$ cat src/rtl/multicycle_control_unit.sv
// multicycle_control_unit: FETCH/DECODE/EXEC/MEM/WB sequencer for an RV32I multi-cycle datapath
module multicycle_control_unit #(
  parameter int TIMEOUT_CYCLES = 255,
  parameter int TO_W = 8,
  parameter int RET_W = 32
) (
  input  logic             clk,
  input  logic             rst,
  input  logic [6:0]       OpCode,
  input  logic [2:0]       Funct3,
  input  logic [6:0]       Funct7,
  input  logic             IMReady,
  input  logic             DMReady,
  output logic             IMReq,
  output logic             IRWr,
  output logic             DMReq,
  output logic             DMWr,
  output logic [2:0]       DMCtrl,
  output logic             RUWr,
  output logic [1:0]       RUDataWrSrc,
  output logic             AlUASrc,
  output logic             AlUBSrc,
  output logic [2:0]       ImmSrc,
  output logic [3:0]       ALUOp,
  output logic [4:0]       BrOp,
  output logic             PCWr,
  output logic             Fault,
  output logic [1:0]       FaultCause,
  output logic [RET_W-1:0] InstRet,
  output logic [2:0]       State
);
  typedef enum logic [2:0] {
    FETCH  = 3'b000,
    DECODE = 3'b001,
    EXEC   = 3'b010,
    MEM    = 3'b011,
    WB     = 3'b100,
    TRAP   = 3'b111
  } state_t;
  state_t state, next_state;
  logic [TO_W-1:0] cnt, next_cnt, cnt_inc;
  logic [1:0] cause, next_cause;
  logic [RET_W-1:0] ret;
  logic im_req, ir_wr, dm_req, dm_wr, ru_wr, pc_wr, expired;
  logic is_op, is_opi, is_ld, is_st, is_br, is_jal, is_jalr, is_lui, is_auipc;
  logic opcode_ok, f3_ok, shift_ok, legal;
  assign is_op    = OpCode == 7'b0110011;
  assign is_opi   = OpCode == 7'b0010011;
  assign is_ld    = OpCode == 7'b0000011;
  assign is_st    = OpCode == 7'b0100011;
  assign is_br    = OpCode == 7'b1100011;
  assign is_jal   = OpCode == 7'b1101111;
  assign is_jalr  = OpCode == 7'b1100111;
  assign is_lui   = OpCode == 7'b0110111;
  assign is_auipc = OpCode == 7'b0010111;
  assign opcode_ok = is_op | is_opi | is_ld | is_st | is_br | is_jal | is_jalr | is_lui | is_auipc;
  assign f3_ok = is_ld ? (Funct3 != 3'b011 && Funct3 != 3'b110 && Funct3 != 3'b111) :
                 is_st ? (Funct3 <= 3'b010) :
                 is_br ? (Funct3[2:1] != 2'b01) :
                 is_jalr ? (Funct3 == 3'b000) : 1'b1;
  assign shift_ok = !(is_opi && Funct3[1:0] == 2'b01) || Funct7 == 7'b0000000 ||
                    (Funct3 == 3'b101 && Funct7 == 7'b0100000);
  assign legal = opcode_ok && f3_ok && shift_ok;
  assign AlUASrc = is_br | is_jal | is_auipc;
  assign AlUBSrc = !is_op;
  assign ALUOp = is_op ? {Funct7[5], Funct3} :
                 is_opi ? {Funct3 == 3'b101 && Funct7[5], Funct3} : 4'b0000;
  assign BrOp = {is_jal | is_jalr, is_br | is_jal | is_jalr, Funct3};
  assign RUDataWrSrc = is_ld ? 2'b01 : (is_jal | is_jalr) ? 2'b10 : 2'b00;
  assign ImmSrc = is_st ? 3'b001 :
                  (is_lui | is_auipc) ? 3'b010 :
                  is_br ? 3'b101 :
                  is_jal ? 3'b110 : 3'b000;
  assign DMCtrl = Funct3;
  assign cnt_inc = cnt + TO_W'(1);
  assign expired = TIMEOUT_CYCLES != 0 && cnt_inc == TO_W'(TIMEOUT_CYCLES);
  // next-state, wait counter, fault cause and raw strobes; a ready always beats the timeout
  always_comb begin
    next_state = state;
    next_cnt = '0;
    next_cause = cause;
    im_req = 1'b0;
    ir_wr = 1'b0;
    dm_req = 1'b0;
    dm_wr = 1'b0;
    ru_wr = 1'b0;
    pc_wr = 1'b0;
    case (state)
      FETCH: begin
        im_req = 1'b1;
        if (IMReady) begin
          ir_wr = 1'b1;
          next_state = DECODE;
        end else if (expired) begin
          next_state = TRAP;
          next_cause = 2'b10;
        end else next_cnt = cnt_inc;
      end
      DECODE: begin
        next_state = legal ? EXEC : TRAP;
        next_cause = legal ? cause : 2'b01;
      end
      EXEC: begin
        pc_wr = is_br;
        next_state = (is_ld | is_st) ? MEM : is_br ? FETCH : WB;
      end
      MEM: begin
        dm_req = 1'b1;
        dm_wr = is_st;
        if (DMReady) begin
          pc_wr = is_st;
          next_state = is_st ? FETCH : WB;
        end else if (expired) begin
          next_state = TRAP;
          next_cause = 2'b11;
        end else next_cnt = cnt_inc;
      end
      WB: begin
        ru_wr = 1'b1;
        pc_wr = 1'b1;
        next_state = FETCH;
      end
      TRAP: next_state = TRAP;
      default: next_state = FETCH;
    endcase
  end
  assign IMReq = im_req & ~rst;
  assign IRWr  = ir_wr & ~rst;
  assign DMReq = dm_req & ~rst;
  assign DMWr  = dm_wr & ~rst;
  assign RUWr  = ru_wr & ~rst;
  assign PCWr  = pc_wr & ~rst;
  assign Fault = state == TRAP;
  assign FaultCause = cause;
  assign InstRet = ret;
  assign State = state;
  // state, wait counter, fault cause and retire counter registers
  always_ff @(posedge clk) begin
    if (rst) begin
      state <= FETCH;
      cnt <= '0;
      cause <= 2'b00;
      ret <= '0;
    end else begin
      state <= next_state;
      cnt <= next_cnt;
      cause <= next_cause;
      ret <= ret + RET_W'(PCWr);
    end
  end
endmodule

$ cat config.mk
export PLATFORM = sky130hd
export DESIGN_NAME = multicycle_control_unit
export DESIGN_NICKNAME = d
export VERILOG_FILES = /design/src/rtl/multicycle_control_unit.sv
export SDC_FILE = /design/constraint.sdc
export NUM_CORES = 1
export LEC_CHECK = 0
export CORE_MARGIN = 4
export CORE_UTILIZATION = 45
export DETAILED_ROUTE_END_ITERATION = 6
export PLACE_DENSITY = 0.79
export SETUP_SLACK_MARGIN = 0.05
export SLEW_MARGIN = 20
export SYNTH_ARGS = -nofsm -noshare
export SYNTH_HDL_FRONTEND = slang
export SYNTH_SLANG_ARGS = --single-unit
$ cat constraint.sdc
create_clock -name clk -period 3.9 [get_ports clk]
set_clock_uncertainty 0.2 [all_clocks]
set_input_delay 0.78 -clock clk [delete_from_list [all_inputs] [get_ports clk]]
set_output_delay 0.78 -clock clk [all_outputs]
set_load 0.05 [all_outputs]
==> flow_summary.toml, run 1 <==
[run_status]
status = "complete, no violations"

[cts]
htreeDepth = 2
clkSinkCount = 45
clkLatencyLatePin_ns = 0.30
cts_root_buf = "clkbuf_8"
cts_tree = "done"
path_clk_slew_ns = 0.08
clockBufferDepth = 2
numCtsBuffers = 5
cts_hold_buf = 0

[worst_hold_path]
hp-start = "cnt[0]"
hold_path_depth = 1
hp-class = "flip-flop to flip-flop"
hold_end = "cnt[0]"

[floorplanning]
die_area_um2 = 6720
ios = 84
core_area_um2 = 5200
die_h_um = 82.0
initial_utilization = 0.473
fp.dieW_um = 82.0
rows = 26

[synthesis]
synthDistinctLibCells = 49
synth-main-ff-cell = "dfxtp_1"
synth_compound_area_frac = 0.109
synth_cells = 309
synth_xor_xnor_area_share = 0.107
synth.avg_cell_area_um2 = 7.97
synth_edf_count = 0
synth_async_sr_flop_share = 0
synth-simple-area-share = 0.337
synth_seq_cells = 45
synth_top_family_by_area = "simple AND/OR/NAND/NOR gates"
yosys.area.top_type_share = 0.366
yosysTopAreaCell = "dfxtp_1"
syn_area_um2 = 2460
muxShareOfSynthArea = 0.00406
synthTopCellsByArea = "dfxtp_1 (37%), xnor2_1 (7.1%), nor2_1 (6.9%)"
synthAdderAreaFrac = 0.0203
syn-num-nets = 334
synth-seq-area-share = 0.366
yosysWarningCount = 0

[grt]
antenna_found_initial = 0
use_met1 = 0.252
grt_pass1_wl_um = 10900
grt_busiest_layer = "met2"
grt_max_degree = 30
grt_pass1_vias = 2437
track_usage = 0.203
grt_use_met2 = 0.342
grt_overflow = 0
use_met3 = 0.0669

[critical_path]
rr_worst_depth = 11
cp_data_required_time_ns = 3.93
rr_endpoint = "InstRet[31]"
crit_path_end_kind = "flip-flop"
crit_fanout = 3
r2r_start = "State[1]"
ff2ff_setup_slack_ns = 0.56
startpoint_type = "input port"
arrival_ns = 3.74
path_class = "input port to flip-flop"

[run]
drv_cap = 0

[place]
post-dp-hpwl_um = 4950
port_buffers = 83
place_ws_ns = -0.239
dp_cells = 469
gp_congestion = 0.856

[power]
power.leakage_nw = 1.36
power.density_nw_per_um2 = 275
vdd_drop_max_mv = 0.163

[drt]
drc_errors = 0
ant_nets = 0
drtIter0Drc = 111
dr.pass1.iters = 4
vias = 2569
finalWirelength_um = 6460
via_per_inst = 5.37
wl_per_cell_um = 13.5

[sta]
hold_viol = 0
report.final.setup_viol = 0
fmax_ghz = 0.269
tightest_slew_ns = 0.517
slew_headroom = 0.650
period_share = 0.952
layout_setup_ws_ns = 0.188
rsz0062_at_grt = "false"
period_minus_slack_ns = 3.71
slew_violations = 0

[cells_and_area]
instances_no_fill = 478
diodes = 0
layout_common_cells = "clkdlybuf4s50_1 (62), dfxtp_1 (44), nor2_1 (43), buf_4 (33), xnor2_1 (20)"
final_util = 0.725
drive_gt1_frac = 0.167
layout_commonest_cell = "clkdlybuf4s50_1"
fin_nets = 432
area_growth_pct = 53.2
-- worst max-delay path, stage by stage --
cell             delay (ns)
clkdlybuf4s50_1        0.47
nor4bb_4               0.31
nand2_1                0.10
o32a_1                 0.33
nor2_4                 0.12
ha_4                   0.15
nand2_1                0.07
or4_4                  0.55
or3_4                  0.39
or3_1                  0.33
a21oi_1                0.14
-- layer usage --
| layer | vias up | part of all wire |
|---|---|---|
| met5 | - | 0 |
| met4 | 0 | 0.0098 |
| met3 | 7 | 0.070 |
| met2 | 74 | 0.49 |
| met1 | 1204 | 0.43 |
| li1 | 1284 | - |
-- registers in the layout (all words and copies together) (netlist names) --
register,count
InstRet,32
cnt,8
State,3
FaultCause,2
-- worst max path at each step --
stage          startpoint     endpoint  slack, ns  depth (start not counted)
6_report        OpCode[1]  InstRet[31]       0.19                         11
3_3_place_gp    OpCode[0]  InstRet[31]      -0.19                         11
3_5_place_dp    OpCode[0]  InstRet[31]      -0.24                         11
5_1_grt         OpCode[1]  InstRet[31]       0.04                         11
4_1_cts         OpCode[0]  InstRet[31]       0.07                         11
2_1_floorplan   OpCode[2]  InstRet[31]     -0.003                         10
-- cell usage after synthesis, drive strengths merged (2+ instances only) --
cell,instances
buf,10
nand2b,2
and4,3
ha,4
nand2,19
dfxtp,45
nand3,16
a21o,3
o21ai,7
nand3b,3
and3,5
a21oi,13
nor4,13
or3,10
inv,13
nor3,14
a31oi,4
nand4,6
xnor2,20
or2,2
xor2,10
nor4b,2
nor2,45
and2,4
or4,2
o211ai,2
nor2b,8
clkbuf,8
-- report_power, final --
| group | leakage [nW] | switching (mW) | internal [mW] |
|---|---|---|---|
| clock network | 0.0554 | 0.161 | 0.192 |
| registers | 0.364 | 0.0123 | 0.467 |
| logic | 0.944 | 0.115 | 0.0894 |
| total | 1.36 | 0.289 | 0.749 |
-- layout make-up --
type	count	area, um2
Clock buffer	6	72.6
Clock inverter	2	38.8
Fill cell	401	1430
Inverter	13	48.8
Multi-Input combinational cell	233	1500
Sequential cell	45	902
Tap cell	70	87.6
Timing Repair Buffer	109	1130
-- metrics by stage --
step | TNS [ns] | total power [mW] | hold slack [ns] | cell area [um2]
2_1_floorplan | -0.00339 | 0.605 | 0.237 | 2500
3_3_place_gp | -1.39 | 0.690 | 0.255 | 3600
3_5_place_dp | -1.97 | 0.692 | 0.274 | 3600
4_1_cts | 0 | 1.04 | 0.289 | 3720
5_1_grt | 0 | 1.08 | 0.304 | 3770
6_report | 0 | 1.04 | 0.283 | 3770
-- timing repair --
action,in CTS,in global routing
pin swaps,0,5
setup endpoints to repair,1,14
resized for setup,1,9
setup buffers,0,1
-- cells by family (layout without fill, tap and decap cells) --
group           after synthesis  count (layout)
xor+xnor                     30              30
flops                        45              45
mux                           1               1
buf+inv                      31             130
compound gates               41              41
simple gates                157             157
fa+ha+maj                     4               4
No activity file was read; power rests on OpenSTA's default activity.
==> run 2, diff against run 1 <==
--- a/config.mk
+++ b/config.mk
@@ -5,7 +5,6 @@
 export SDC_FILE = /design/constraint.sdc
 export NUM_CORES = 1
 export LEC_CHECK = 0
-export CORE_MARGIN = 4
 export CORE_UTILIZATION = 45
 export DETAILED_ROUTE_END_ITERATION = 6
 export PLACE_DENSITY = 0.79
==> constraint.sdc (replaced) <==
create_clock -name clk -period 4.7 [get_ports clk]
set_clock_uncertainty 0.2 [all_clocks]
set_input_delay 0.94 -clock clk [delete_from_list [all_inputs] [get_ports clk]]
set_output_delay 0.94 -clock clk [all_outputs]
set_load 0.05 [all_outputs]
==> run 2 against run 1 <==
Sequential share of layout area increased by 2.1 points. Non-clock buffer count down 15. Core utilization decreased by 5.9 points. Worst setup slack improved by 0.15 ns. First-iteration DRC count shrank 5.4%. Die area decreased by 14%. Final cell count shrank 3.1%. Clock power shrank 30%. Hold slack gained 0.00084 ns. Global-route usage rose by 1.1 points. Combinational power down 28%. Routed wire length fell by 8.0%.
==> flow_summary.toml, run 2 (synthesis gave the netlist of run 1 again) <==
[grt]
grt_max_degree = 43
use_met3 = 0.0683
grt_pass1_wl_um = 10200
grt_busiest_layer = "met2"
antenna_found_initial = 0
grt_overflow = 0
use_met1 = 0.271
track_usage = 0.215
grt_use_met2 = 0.355
grt_pass1_vias = 2252

[cts]
post_cts_resize_count = 0
clockBufferDepth = 2
numCtsBuffers = 5
path_clk_slew_ns = 0.09
htreeDepth = 2
cts_hold_buf = 0
post-cts-setup-buffers = 0
cts_root_buf = "clkbuf_8"
clkLatencyLatePin_ns = 0.30
clkSinkCount = 45
cts_tree = "done"

[sta]
tns_ns = 0
layout_setup_ws_ns = 0.341
period_minus_slack_ns = 4.36
period_share = 0.928
report.final.setup_viol = 0
slew_headroom = 0.646
hold_viol = 0
tightest_slew_ns = 0.529
hold_ws_ns = 0.284
fmax_ghz = 0.229
slew_violations = 0
rsz0062_at_grt = "false"

[critical_path]
cp_slowest_stage_delay_ns = 0.59
cp-startpoint = "OpCode[0]"
r2r_start = "State[1]"
cpMaxStageDelayCell = "or4_4"
arrival_ns = 4.39
cp_common_cell = "nand2_1"
path_class = "input port to flip-flop"
crit_fanout = 5
cp_data_required_time_ns = 4.73
crit_chain = "clkdlybuf4s50_1 -> nor4bb_1 -> nand2_1 -> o32a_1 -> nor2_1 -> ha_1 -> nand2_1 -> or4_4 -> or3_4 -> or3_1 -> a21oi_1"
startpoint_type = "input port"
crit_path_end_kind = "flip-flop"

[floorplanning]
initial_utilization = 0.473
core_area_um2 = 5200
ios = 84
fp.dieW_um = 76.0
die_area_um2 = 5770
rows = 26
die_h_um = 76.0

[power]
vdd_drop_max_mv = 0.136
power.leakage_nw = 1.20
power.density_nw_per_um2 = 229

[place]
place_ws_ns = 0.0432
port_buffers = 83
gp_congestion = 0.843
post-dp-hpwl_um = 4480

[cells_and_area]
fillers = 459
area_growth_pct = 40.7
largest_reg_flops = 32
multi_input_area_um2 = 1420
fin_nets = 417
diodes = 0
layout_common_cells = "clkdlybuf4s50_1 (74), dfxtp_1 (45), nor2_1 (45), xnor2_1 (20), nand2_1 (19)"
drive_gt1_frac = 0.0891
layout_commonest_cell = "clkdlybuf4s50_1"
seqCellArea_um2 = 901

[drt]
ant_nets = 0
drtIter0Drc = 105
via_per_inst = 5.30
drc_errors = 0
wl_per_cell_um = 12.8
dr.pass1.iters = 4
finalWirelength_um = 5950
vias = 2453

[run]
drv_cap = 0

[worst_hold_path]
hp-start = "cnt[0]"
hp-class = "flip-flop to flip-flop"

[run_status]
status = "complete, no violations"
==> run 2: cell count changes in the layout (fill, tap and decap cells not counted), moves of 2 or more <==
| cell | change |
|---|---|
| buf_4 | -15 |
| clkdlybuf4s50_1 | +12 |
| buf_12 | -9 |
| dlymetal6s2s_1 | -3 |
| nor4_1 | +3 |
| nor4_2 | -3 |
| nor2_1 | +2 |
==> run 2: worst paths after layout <==
path / end / slack (ns) / cells past startpoint
max: InstRet[31] / 0.34 / 11
max reg2reg: InstRet[31] / 1.00 / 11
min reg2reg: cnt[0] / 0.28 / 1
min: cnt[0] / 0.28 / 1
==> run 2: area by class of cell <==
cell class                      count  share of cell area
Timing Repair Buffer               94               0.264
Inverter                           13              0.0141
Clock buffer                        5              0.0198
Multi-Input combinational cell    233               0.410
Clock inverter                      3             0.00722
Sequential cell                    45               0.260
Tap cell                           70              0.0253
==> run 2: critical path, delay by kind of cell <==
family                   cells  cell delay, ns
buffers and inverters        1            0.51
adder cells (fa/ha/maj)      1            0.23
AND/OR/NAND/NOR              7            2.20
AO/OA/AOI/OAI                2            0.50
==> run 2: report_power, final <==
| group | switching (mW) | leakage [nW] | internal [mW] | total, mW |
|---|---|---|---|---|
| Combinational | 0.0867 | 0.791 | 0.0591 | 0.146 |
| Sequential | 0.0139 | 0.363 | 0.387 | 0.401 |
| Clock | 0.141 | 0.0447 | 0.107 | 0.248 |
==> run 2: routing by layer <==
layer  vias up  routed length, um
li1       1253                  -
met1      1138               2750
met2        57               2840
met3         5                300
met4         0                 52
met5         -                  0
==> run 2: per-stage QoR <==
stage / cells / utilization / area [um2] / power (mW)
2_1_floorplan: 309 / - / 2460 / 0.498
3_3_place_gp: 455 / 0.648 / 3370 / 0.554
3_5_place_dp: 455 / 0.648 / 3370 / 0.555
4_1_cts: 463 / 0.666 / 3470 / 0.801
5_1_grt: 463 / 0.666 / 3470 / 0.833
6_report: 463 / 0.666 / 3470 / 0.795
